==> config.mk <==
export PLATFORM = sky130hd
export DESIGN_NAME = gmm_pack_color_pipe
export DESIGN_NICKNAME = d
export VERILOG_FILES = /design/src/rtl/gmm_pack_color_pipe.sv
export SDC_FILE = /design/constraint.sdc
export NUM_CORES = 1
export LEC_CHECK = 0
export ABC_CLOCK_PERIOD_IN_PS = 9700
export CAP_MARGIN = 0
export CORE_UTILIZATION = 50
export CTS_CLUSTER_DIAMETER = 80
export DETAILED_ROUTE_END_ITERATION = 7
export HOLD_SLACK_MARGIN = 0.08
export PLACE_DENSITY_LB_ADDON = 0.15
export SLEW_MARGIN = 20
export SYNTH_ARGS = -nofsm -noshare
export SYNTH_HDL_FRONTEND = slang
export SYNTH_SLANG_ARGS = --single-unit
==> constraint.sdc <==
create_clock -name clk -period 9.7 [get_ports clk]
set_clock_uncertainty 0.05 [all_clocks]
set_input_delay 1.94 -clock clk [delete_from_list [all_inputs] [get_ports clk]]
set_output_delay 1.94 -clock clk [all_outputs]
set_load 0.02 [all_outputs]
==> src/rtl/gmm_pack_color_pipe.sv <==
// Packs updated GMM cluster records (weight, mean, variance) into the stored
// format (weight, mean, std, cluster count) using a bit-serial integer sqrt.

module gmm_sqrt_lane #(
  parameter int W_WIDTH   = 8,
  parameter int VAR_WIDTH = 16,
  parameter int STD_WIDTH = 8,
  parameter int BIT_W     = 3
) (
  input  logic [STD_WIDTH-1:0] root,
  input  logic [VAR_WIDTH-1:0] var_v,
  input  logic [BIT_W-1:0]     bit_idx,
  input  logic [W_WIDTH-1:0]   w,
  output logic [STD_WIDTH-1:0] root_nxt,
  output logic [STD_WIDTH-1:0] std_pack
);
  logic [STD_WIDTH-1:0] trial;
  logic [VAR_WIDTH-1:0] trial_ext;
  logic [VAR_WIDTH-1:0] trial_sq;

  // trial < 2^STD_WIDTH, so its square always fits VAR_WIDTH bits
  always_comb begin
    trial     = root | (STD_WIDTH'(1) << bit_idx);
    trial_ext = VAR_WIDTH'(trial);
    trial_sq  = trial_ext * trial_ext;
    root_nxt  = (trial_sq <= var_v) ? trial : root;
    if (w == '0)
      std_pack = '0;
    else if (root_nxt == '0)
      std_pack = STD_WIDTH'(1);
    else
      std_pack = root_nxt;
  end
endmodule

module gmm_pack_color_pipe #(
  parameter int N_CLUSTERS  = 3,
  parameter int W_WIDTH     = 8,
  parameter int VAR_WIDTH   = 16,
  parameter int STD_WIDTH   = 8,
  parameter int COLOR_WIDTH = 24,
  parameter int CNT_WIDTH   = 2
) (
  input  logic                              clk,
  input  logic                              rst,
  input  logic                              snk_valid,
  output logic                              snk_ready,
  input  logic [N_CLUSTERS*W_WIDTH-1:0]     snk_w,
  input  logic [N_CLUSTERS*COLOR_WIDTH-1:0] snk_color,
  input  logic [N_CLUSTERS*VAR_WIDTH-1:0]   snk_var,
  output logic                              src_valid,
  input  logic                              src_ready,
  output logic [N_CLUSTERS*W_WIDTH-1:0]     src_w,
  output logic [N_CLUSTERS*COLOR_WIDTH-1:0] src_color,
  output logic [N_CLUSTERS*STD_WIDTH-1:0]   src_std,
  output logic [CNT_WIDTH-1:0]              src_clusters_num
);
  localparam int BIT_W = (STD_WIDTH > 1) ? $clog2(STD_WIDTH) : 1;

  typedef enum logic [1:0] {IDLE, CALC, DONE} state_t;

  state_t state_q, state_d;
  logic [BIT_W-1:0] bit_q, bit_d;
  logic [N_CLUSTERS-1:0][W_WIDTH-1:0]     w_q, w_d, src_w_q, src_w_d;
  logic [N_CLUSTERS-1:0][COLOR_WIDTH-1:0] color_q, color_d, src_color_q, src_color_d;
  logic [N_CLUSTERS-1:0][VAR_WIDTH-1:0]   var_q, var_d;
  logic [N_CLUSTERS-1:0][STD_WIDTH-1:0]   root_q, root_d, root_nxt, std_pack;
  logic [N_CLUSTERS-1:0][STD_WIDTH-1:0]   src_std_q, src_std_d;
  logic [CNT_WIDTH-1:0]                   src_cnt_q, src_cnt_d, cnt;
  logic                                   src_valid_q, src_valid_d;
  logic                                   accept, run;

  for (genvar k = 0; k < N_CLUSTERS; k++) begin : g_lane
    gmm_sqrt_lane #(
      .W_WIDTH(W_WIDTH), .VAR_WIDTH(VAR_WIDTH),
      .STD_WIDTH(STD_WIDTH), .BIT_W(BIT_W)
    ) u_lane (
      .root    (root_q[k]),
      .var_v   (var_q[k]),
      .bit_idx (bit_q),
      .w       (w_q[k]),
      .root_nxt(root_nxt[k]),
      .std_pack(std_pack[k])
    );
  end

  assign snk_ready        = (state_q == IDLE) | ((state_q == DONE) & src_ready);
  assign accept           = snk_valid & snk_ready;
  assign src_valid        = src_valid_q;
  assign src_w            = src_w_q;
  assign src_color        = src_color_q;
  assign src_std          = src_std_q;
  assign src_clusters_num = src_cnt_q;

  // Active clusters form a prefix; the first zero weight ends the count.
  always_comb begin
    run = 1'b1;
    cnt = '0;
    for (int k = 0; k < N_CLUSTERS; k++) begin
      if (run && (w_q[k] != '0)) cnt = cnt + CNT_WIDTH'(1);
      else                       run = 1'b0;
    end
  end

  always_comb begin
    state_d     = state_q;
    bit_d       = bit_q;
    w_d         = w_q;
    color_d     = color_q;
    var_d       = var_q;
    root_d      = root_q;
    src_valid_d = src_valid_q;
    src_w_d     = src_w_q;
    src_color_d = src_color_q;
    src_std_d   = src_std_q;
    src_cnt_d   = src_cnt_q;

    if (accept) begin
      w_d     = snk_w;
      color_d = snk_color;
      var_d   = snk_var;
      root_d  = '0;
      bit_d   = BIT_W'(STD_WIDTH - 1);
      state_d = CALC;
    end

    case (state_q)
      IDLE: ;
      CALC: begin
        root_d = root_nxt;
        if (bit_q == '0) begin
          state_d     = DONE;
          src_valid_d = 1'b1;
          src_w_d     = w_q;
          src_color_d = color_q;
          src_std_d   = std_pack;
          src_cnt_d   = cnt;
        end else begin
          bit_d = bit_q - BIT_W'(1);
        end
      end
      DONE: begin
        // with snk_valid high the accept path above already chose CALC
        if (src_ready) begin
          src_valid_d = 1'b0;
          if (!snk_valid) state_d = IDLE;
        end
      end
      default: state_d = IDLE;
    endcase
  end

  always_ff @(posedge clk or posedge rst) begin
    if (rst) begin
      state_q     <= IDLE;
      bit_q       <= '0;
      w_q         <= '0;
      color_q     <= '0;
      var_q       <= '0;
      root_q      <= '0;
      src_valid_q <= 1'b0;
      src_w_q     <= '0;
      src_color_q <= '0;
      src_std_q   <= '0;
      src_cnt_q   <= '0;
    end else begin
      state_q     <= state_d;
      bit_q       <= bit_d;
      w_q         <= w_d;
      color_q     <= color_d;
      var_q       <= var_d;
      root_q      <= root_d;
      src_valid_q <= src_valid_d;
      src_w_q     <= src_w_d;
      src_color_q <= src_color_d;
      src_std_q   <= src_std_d;
      src_cnt_q   <= src_cnt_d;
    end
  end
endmodule

==> flow_metrics.env <==
export IMPL_cts_sinks=296
export IMPL_grt_start_max_net_pins=191
export IMPL_worstSetupEndpointType="flip-flop"
export IMPL_status="completed"
export IMPL_antenna_found_initial=5
export IMPL_synth_top_area_share_pct=43.2
export IMPL_ctsResizeCount=0
export IMPL_drv_slew=0
export IMPL_synth_async_reset_ratio_pct=100
export IMPL_synth_area_um2=17100
export IMPL_cp_required_ps=10050
export IMPL_clockBufferDepth=3
export IMPL_cp_arrival_ps=8330
export IMPL_cap_violations=0
export IMPL_dr_pass1_iters=5
export IMPL_dr_total_vias=13800
export IMPL_postPlaceCellArea_um2=20300
export IMPL_layout_common_cells="nand2_1, dfrtp_1, clkdlybuf4s50_1"
export IMPL_cts_setup_buffers=0
export IMPL_tightest_slew_ps=1120
export IMPL_grt_pass1_vias=14400
export IMPL_hold_viol=0
export IMPL_grt_pass1_wl_um=72500
export IMPL_synth_edf_count=0
export IMPL_area_growth_pct=25.1
export IMPL_synth_area_leaders="dfrtp_1, nand2_1, ha_1, fa_1, inv_1"
export IMPL_ys_ff_latch=296
export IMPL_root_buffer="clkbuf_16"
export IMPL_place_gp_congestion=0.863
export IMPL_drcViolationCount=0
export IMPL_layout_drive_gt1_share_pct=3.90
export IMPL_dp_hpwl_um=31200
export IMPL_pre_cts_slack_ps=1550
export IMPL_finalSetupTns_ps=0
export IMPL_cp_max_fo=12
export IMPL_postRouteAntennaNets=0
export IMPL_fin_crit_sh_pct=82.2
export IMPL_crit_type="flip-flop to flip-flop"
export IMPL_die_w_um=187
export IMPL_cp_start_kind="flip-flop"
export IMPL_setup_viol_count_final=0
export IMPL_min_path_type="flip-flop to flip-flop"
export IMPL_die_area_um2=35000
export IMPL_vias_per_cell=5.11
export IMPL_die_h_um=187
export IMPL_worstSkewPairLatency_ps=520
export IMPL_cts_buffers=35
export IMPL_min_period_ps=7980
export IMPL_core_rowCount=67
export IMPL_grt_use_total_pct=25.5
export IMPL_rsz0062_at_grt="false"
export IMPL_portBuffers=271
export IMPL_wl_per_cell_um=16.0
export IMPL_tritoncts="done"
export IMPL_final_common_cell="nand2_1"
export IMPL_syn_inst=1980
export IMPL_fmax_mhz=125
export IMPL_ctsHoldBuffers=0
export IMPL_setup_ws_ps=1720
export IMPL_synthFlopType="dfrtp_1"
export IMPL_yosysTopAreaCell="dfrtp_1"
export IMPL_ys_seq_area_share_pct=43.2
export IMPL_h_tree_depth=2
export IMPL_grt_overflow=0
export IMPL_routed_wl_um=43400
export IMPL_fin_area_um2=21400
export IMPL_ys_warn_count=0
export IMPL_maxSlewHeadroom_pct=25.3
export IMPL_clk_pin_slew_ps=60
export IMPL_synth_cell_types=57
export IMPL_avgSynthCellArea_um2=8.66
export IMPL_boundaryPins=272
export IMPL_nets=2587
export IMPL_floorplan_initialDensity_pct=51.0
export IMPL_dr_first_iter_drc_count=771
export IMPL_num_fill_cells=2867
export IMPL_core_area_um2=33600
[Yosys cell counts (all sizes together) (4+ instances only)]
| master | number |
|---|---|
| a211oi | 7 |
| a21o | 6 |
| a21oi | 63 |
| a22o | 15 |
| a31oi | 6 |
| buf | 8 |
| clkbuf | 63 |
| dfrtp | 296 |
| fa | 74 |
| ha | 136 |
| inv | 197 |
| nand2 | 711 |
| nand2b | 11 |
| nand4 | 7 |
| nor2 | 133 |
| nor2b | 8 |
| nor3 | 19 |
| nor4 | 7 |
| o21a | 11 |
| o21ai | 85 |
| o31a | 8 |
| o31ai | 14 |
| or2 | 8 |
| or3 | 6 |
| or4 | 4 |
| xnor2 | 24 |
| xor2 | 17 |
[critical path: stages, from the launching register on]
cell,delay (ps)
dfrtp_1,430
inv_1,130
ha_1,240
nor2b_1,620
nor2_1,250
or2_2,350
fa_1,550
inv_1,80
fa_1,510
fa_1,540
inv_1,50
fa_1,520
inv_1,40
ha_1,300
o21a_1,160
o31ai_2,90
a2111oi_0,660
o41ai_1,160
xnor2_1,150
ha_1,320
nand4_1,110
or3_1,430
o21bai_1,190
a31oi_2,580
nand2_1,130
a22o_1,230
[registers in the layout, summed over array words and instances, names as in the netlist]
name and count:
bit_q 3, color_q 72, root_q 24, src_clusters_num 2
src_color 72, src_std 24, src_valid 1, src_w 24
state_q 2, var_q 48, w_q 24
[cell type report]
type                       count  area, µm²  share of cell area (%)
antenna                        4       10.0                  0.0467
timing repair buffer         281       2800                    13.1
multi-input combinational   1418       8760                    40.8
clock buffer                  49       1020                    4.75
clock inverter                13        148                   0.688
inverter                     197        743                    3.47
tap                          448        561                    2.61
sequential                   296       7410                    34.5
[cells by family (layout without fill, tap and decap cells)]
| group | count (synthesis) | after routing | synth area share, % |
|---|---|---|---|
| AO/OA/AOI/OAI | 237 | 237 | 8.67 |
| other | 2 | 8 | 0.0438 |
| adder cells (fa/ha/maj) | 210 | 210 | 18.6 |
| AND/OR/NAND/NOR | 926 | 926 | 21.5 |
| XOR/XNOR | 41 | 41 | 2.09 |
| buffers and inverters | 268 | 540 | 5.91 |
| flip-flops | 296 | 296 | 43.2 |
[routing by layer]
metal	routed length, µm	vias up	global-route usage, %	share of wire (%)
met4	1200	2	8.17	2.8
met1	18400	6641	32.0	42
met3	3780	74	8.54	8.7
met5	13	-	0	0.030
li1	-	6772	-	-
met2	20000	351	41.7	46
[stage by stage]
step                      instances  utilization [%]  hold slack (ps)
after floorplan                1982                -              389
after global placement         2640             60.3              395
after detailed placement       2640             60.3              396
after CTS                      2702             63.7              412
after global routing           2705             63.8              433
final                          2706             63.8              410
[worst paths after layout]
check | start | to | cells past startpoint | slack [ps]
hold reg to reg | color_q[26] | src_color[26] | 2 | 410
setup reg to reg | bit_q[0] | src_std[0] | 25 | 1720
setup / recovery | bit_q[0] | src_std[0] | 25 | 1720
min in group asynchronous | rst | src_color[28] | 3 | 1920
hold / removal | color_q[26] | src_color[26] | 2 | 410
max in group asynchronous | rst | color_q[48] | 4 | 6160
Power is not shown: default switching activity piles up to over one toggle a cycle in this logic, so the estimate is an artifact.
